--- src/rtl/cache_mem_arbiter.sv ---
// Round-robin arbiter sharing one memory controller between the I-cache and D-cache.
// A grant is held for a whole transaction and is always followed by one idle cycle.
module cache_mem_arbiter #(
    parameter int ADDR_W       = 32,
    parameter int DATA_W       = 32,
    parameter int RESET_PRIO_D = 1
) (
    input  logic              clk,
    input  logic              nrst,
    input  logic              i_read,
    input  logic [ADDR_W-1:0] i_addr,
    input  logic              i_done,
    output logic              i_ready,
    output logic [DATA_W-1:0] i_load,
    input  logic              d_read,
    input  logic              d_write,
    input  logic [ADDR_W-1:0] d_addr,
    input  logic [DATA_W-1:0] d_store,
    input  logic              d_done,
    output logic              d_ready,
    output logic [DATA_W-1:0] d_load,
    output logic              m_read,
    output logic              m_write,
    output logic [ADDR_W-1:0] m_addr,
    output logic [DATA_W-1:0] m_store,
    output logic              m_done,
    input  logic              m_ready,
    input  logic [DATA_W-1:0] m_load,
    output logic              grant_i,
    output logic              grant_d
);

    typedef enum logic [1:0] {
        ARB_IDLE  = 2'd0,
        ARB_GNT_I = 2'd1,
        ARB_GNT_D = 2'd2
    } arb_state_t;

    arb_state_t state_reg, state_next;
    logic       rr_reg, rr_next;     // 1: D wins a tie, 0: I wins a tie
    logic       req_i, req_d;

    assign req_i = i_read;
    assign req_d = d_read | d_write;

    always_ff @(posedge clk) begin
        if (!nrst) begin
            state_reg <= ARB_IDLE;
            rr_reg    <= (RESET_PRIO_D != 0);
        end else begin
            state_reg <= state_next;
            rr_reg    <= rr_next;
        end
    end

    assign grant_i = (state_reg == ARB_GNT_I);
    assign grant_d = (state_reg == ARB_GNT_D);

    always_comb begin
        state_next = state_reg;
        rr_next    = rr_reg;
        m_read     = 1'b0;
        m_write    = 1'b0;
        m_addr     = '0;
        m_store    = '0;
        m_done     = 1'b0;
        i_ready    = 1'b0;
        i_load     = '0;
        d_ready    = 1'b0;
        d_load     = '0;

        // Outputs are forced quiet while reset is held, even before the state register clears.
        if (nrst) begin
            case (state_reg)
                ARB_IDLE: begin
                    if (req_i && (!req_d || !rr_reg)) begin
                        state_next = ARB_GNT_I;
                    end else if (req_d) begin
                        state_next = ARB_GNT_D;
                    end
                end
                ARB_GNT_I: begin
                    // A requester that dropped everything is aborting; the bus goes quiet at once.
                    if (req_i || i_done) begin
                        m_read  = i_read;
                        m_addr  = i_addr;
                        m_done  = i_done;
                        i_ready = m_ready;
                        i_load  = m_load;
                    end
                    if (m_ready && i_done) begin
                        state_next = ARB_IDLE;
                        rr_next    = 1'b1;
                    end else if (!req_i) begin
                        state_next = ARB_IDLE;
                    end
                end
                ARB_GNT_D: begin
                    if (req_d || d_done) begin
                        m_read  = d_read;
                        m_write = d_write;
                        m_addr  = d_addr;
                        m_store = d_store;
                        m_done  = d_done;
                        d_ready = m_ready;
                        d_load  = m_load;
                    end
                    if (m_ready && d_done) begin
                        state_next = ARB_IDLE;
                        rr_next    = 1'b0;
                    end else if (!req_d) begin
                        state_next = ARB_IDLE;
                    end
                end
                default: state_next = ARB_IDLE;
            endcase
        end
    end

endmodule
--- config.mk ---
export PLATFORM = sky130hd
export DESIGN_NAME = cache_mem_arbiter
export DESIGN_NICKNAME = d
export VERILOG_FILES = /design/src/rtl/cache_mem_arbiter.sv
export SDC_FILE = /design/constraint.sdc
export NUM_CORES = 1
export LEC_CHECK = 0
export BUFFER_PORTS_ARGS = -buffer_cell sky130_fd_sc_hd__buf_4
export CORE_AREA = 2 2 105 107
export DETAILED_ROUTE_END_ITERATION = 12
export DIE_AREA = 0 0 107 109
export RECOVER_POWER = 25
export SETUP_SLACK_MARGIN = 0.15
export SKIP_LAST_GASP = 1
export SYNTH_ARGS = -nofsm -noshare
export SYNTH_HDL_FRONTEND = slang
export SYNTH_SLANG_ARGS = --single-unit
export TNS_END_PERCENT = 5
--- constraint.sdc ---
create_clock -name clk -period 3.85 [get_ports clk]
set_clock_uncertainty 0.05 [all_clocks]
set_input_delay 0.385 -clock clk [delete_from_list [all_inputs] [get_ports clk]]
set_output_delay 0.385 -clock clk [all_outputs]
set_load 0.01 [all_outputs]
== Yosys cells after proc, flatten, opt, wreduce, memory -nomap -nowiden ==
Index checks and enable logic that the tools add are counted.
Storage, ports and cells
  word-level logic and storage cells: 62
  flip-flop bits (word level): 3
  bits of input ports: 136
Operators by class
  equality and inequality tests: 7
  muxes and demuxes: 40
  bitwise gates (word level): 1
  reduce and logical (&&, ||, !) cells: 12
Operator list (count)
  32-bit 2-to-1 mux: 12
  32-bit one-hot mux with 2 select lines: 1
  1-bit 2-to-1 mux: 17
  2-bit 2-to-1 mux: 6
  3-bit by 2-bit inequality test with 1-bit output, second input constant: 2
  1-bit one-hot mux with 2 select lines: 3
  2-bit one-hot mux with 3 select lines: 1
  3-bit AND reduction: 2
  2-bit by 1-bit inequality test with 1-bit output, second input constant: 2
  1-bit logical AND: 3
  1-bit logical OR: 3
  3-bit inequality test, second input constant: 1
  2-bit by 1-bit == test with 1-bit output, second input constant: 1
  2-bit == test, second input constant: 1
  1-bit zero test: 2
  2-bit zero test: 1
  2-bit nonzero test: 1
  1-bit bitwise OR: 1

== Logic depth before layout (Yosys ltp) ==
  word-level depth: 6
  depth in mapped cells: 7
  depth with buffers taken out: 6

== Least setup slack after synthesis ==
OpenSTA, ideal clock, no wires.
  path kind: reg2out
  from: register state_reg[0]
  to: output d_load[30]
  path slack: 1.998 ns
  cell stages (with the launch flop): 6
  arrival time: 1.417 ns
  cells stage by stage: dfxtp_1 > inv_1 > ha_1 > o311a_1 > clkbuf_1 > and2_1
On the way
  word-level cells in the longest chain between the ends: 3
Ends and longest elaborated chain
  start: declaration: RTL line 39  | arb_state_t state_reg, state_next;
  start signal: assignment: RTL line 51  | state_reg <= state_next;
  2-bit == test
  named net grant_d: RTL line 30  | output logic grant_d
  32-bit 2-to-1 mux: RTL line 74  | case (state_reg)
  32-bit 2-to-1 mux: RTL line 73  | if (nrst) begin
  end: declaration: RTL line 21  | output logic [DATA_W-1:0] d_load,
The timed path passes the listed nets, and every way through them passes these cells.

== Final worst setup path ==
  from: register state_reg[1]
  to: output i_load[6]
On the way
  word-level cells in the longest chain between the ends: 3
Ends and longest elaborated chain
  2-bit by 1-bit == test with 1-bit output: RTL line 74
  32-bit 2-to-1 mux: RTL line 74
  32-bit 2-to-1 mux: RTL line 73
  end: declaration: RTL line 14  | output logic [DATA_W-1:0] i_load,
No other way between the ends.

==> metrics.md <==
| Metric | Value |
|---|---|
| TritonCTS clock tree | yes |
| IO Count | around 270 |
| Hold_buf cts | 0 |
| Worst setup SP type | flip-flop |
| Cell Area, Placed | roughly 3600 µm² |
| Commonest non-fill, non-tap cells in the layout | 241 x buf_4, 95 x nor2_1, 35 x and2_1 |
| Post-CTS setup repair buffer count | 0 |
| Via count | ~2700 |
| CP required | about 3.4 ns |
| Number of flops mapped to enable cells by yosys | 0 |
| Synth Instances | roughly 260 |
| Post_cts resized | 0 |
| Largest net degree at the start of global routing | 41 |
| ANT cells | 0 |
| Vias in the first global route | 2541 |
| Die area | approximately 12000 µm² |
| Fmax | 344 MHz |
| Buffers on Ports | 270 |
| Initial core utilization | 0.144 |
| Clock buffer depth | 2 |
| Slew @ Worst Pin | 1.32 ns |
| Synthesized Nets | between 300 and 400 |
| Most common cell after layout, fill and taps aside | buf_4 |
| Placed Cells | 644 |
| Synth Flop Type | dfxtp_1 |
| Post-Syn Area | around 1500 µm² |
| Min-delay worst type | flip-flop to flip-flop |
| H-tree Lvls | 1 |
| Router iterations before antenna repair | 4 |
| Worst Setup End Kind | output port |
| CTS Buf Count | 3 |
| Initial antenna violation count | 0 |
| Finished layout cell area | around 3500 µm² |
| Average vias per placed instance | about 4.2 |
| Hpwl dp | 7450 µm |
| RSZ-0062 raised after global routing | false |
| Core area | roughly 11000 µm² |
| Layout Area Growth over Synthesis | 132% |
| Status | completed |
| Grt total ovfl | 0 |
| Post-Route WL | around 8800 µm |
| Layout cells sized above 1 | 0.547 |
| Post-DRT Antenna Nets | 0 |
| Violation count after the first detailed-routing iteration | approximately 110 |
| CP Max Fanout | 30 |
| Final worst-path cycle share | 0.754 |
| Max-cap violations | 0 |
| Syn. warnings | 0 |
| RePlAce Congestion | roughly 0.74 |
| Rows | 38 |
| P_leak | approximately 1.7 nW |
| Critical path class | flip-flop to output port |
| Die Y | 109 µm |
| PwrDens | roughly 180 nW/µm² |
| Total Routing Usage GR | 0.135 |
| Endpoints failing setup | 0 |
| Arrival time worst endpoint | ~2.5 ns |
| Fin nets | roughly 650 |
| #FFs+latches synth | 3 |
| First-pass GRT wire length | roughly 13000 µm |
| Final hold vios | 0 |
| Reg clk slew, reported paths | ~0.030 ns |
| Setup TNS | 0 ns |
| Fraction of the yosys area taken by sequential cells | 0.0393 |
| Worst slew margin | 0.117 |
| Fin cells | roughly 650 |
| Syn avg cell area | about 5.9 µm² |
| Design Power | approximately 0.00064 W |
| FF-to-FF setup slack | 2.09 ns |
| Clock Sinks | 3 |
| Drt wl/cell | roughly 14 µm |
| Maximum vdd drop | between 0.00009 and 0.0001 V |
| Chip width | roughly 110 µm |
| CTS Root Cell | clkbuf_8 |
| Max Slew Vio Count | 0 |
| Min Tclk post-route | 2.90 ns |
| Fin util | 0.334 |
| Post-synth ARST share | 0 |
| Post-synth cell types | 30 |
| Clk_lat worst skew | 0.22 ns |
| DRC Markers | 0 |
| Number of flip-flops under the largest register name | 2 |
-- per-stage QoR --
stage                     hold slack (ns)  worst slack, ns
after floorplan                     0.429             2.00
after global placement              0.444             1.31
after detailed placement            0.459             1.29
after CTS                           0.463             1.05
after global routing                0.485            0.789
final                               0.465            0.945
-- layout make-up --
type | count | area (µm²)
clock buffer | 4 | 45.0
sequential | 3 | 60.1
tap | 140 | 175
multi-input combinational | 227 | 1330
fill | 1155 | 7060
inverter | 2 | 7.51
timing repair buffer | 272 | 1930
-- cells in the mapped netlist, types with 2 or more instances --
library cell	n	area (µm²)
buf_2	5	25.0
nor2_1	95	357
ha_1	3	37.5
a22oi_1	4	30.0
a22oi_2	30	375
nand2_1	34	128
a21boi_0	2	15.0
buf_6	4	45.0
o21ai_0	3	15.0
and2_1	35	219
a21oi_1	3	15.0
and3_1	4	25.0
dfxtp_1	3	60.1
inv_1	2	7.51
clkbuf_1	12	45.0
nor3_1	2	10.0
buf_4	3	22.5
-- worst max-delay path, stage by stage (launching register included) --
cell and delay, ns:
dfxtp_1 0.38, inv_1 0.09, ha_1 0.28, o21ai_2 0.09, clkbuf_1 0.97, nor2_1 0.21, buf_4 0.22
-- cells by family (layout without fill, tap and decap cells) --
group                    Yosys count  in the layout  synth area share
flip-flops                         3              3            0.0393
AO/OA/AOI/OAI                     51             51             0.343
buffers and inverters             27            278            0.0983
AND/OR/NAND/NOR                  173            173             0.495
adder cells (fa/ha/maj)            3              3            0.0246
-- worst paths after layout --
path / start / to / depth (start not counted)
worst max-delay path: state_reg[1]$_SDFFE_PN0P_ / i_load[6] / 6
worst min-delay path: rr_reg$_SDFFE_PN1P_ / rr_reg$_SDFFE_PN1P_ / 2
worst min register to register: rr_reg$_SDFFE_PN1P_ / rr_reg$_SDFFE_PN1P_ / 2
worst max register to register: state_reg[1]$_SDFFE_PN0P_ / state_reg[0]$_SDFFE_PN0P_ / 6
-- report_power, final --
| part | switching [W] | total, W | internal (W) |
|---|---|---|---|
| logic | 0.000262 | 0.000507 | 0.000245 |
| clock network | 0.0000214 | 0.0000921 | 0.0000707 |
| registers | 0.00000460 | 0.0000406 | 0.0000360 |
-- metal layers --
layer / routed length (µm) / track usage
met5: 0 / 0
met3: 829 / 0.0293
met1: 3130 / 0.143
met4: 41 / 0.0223
met2: 4830 / 0.276
Note: power is estimated with default switching activity, not from simulation.
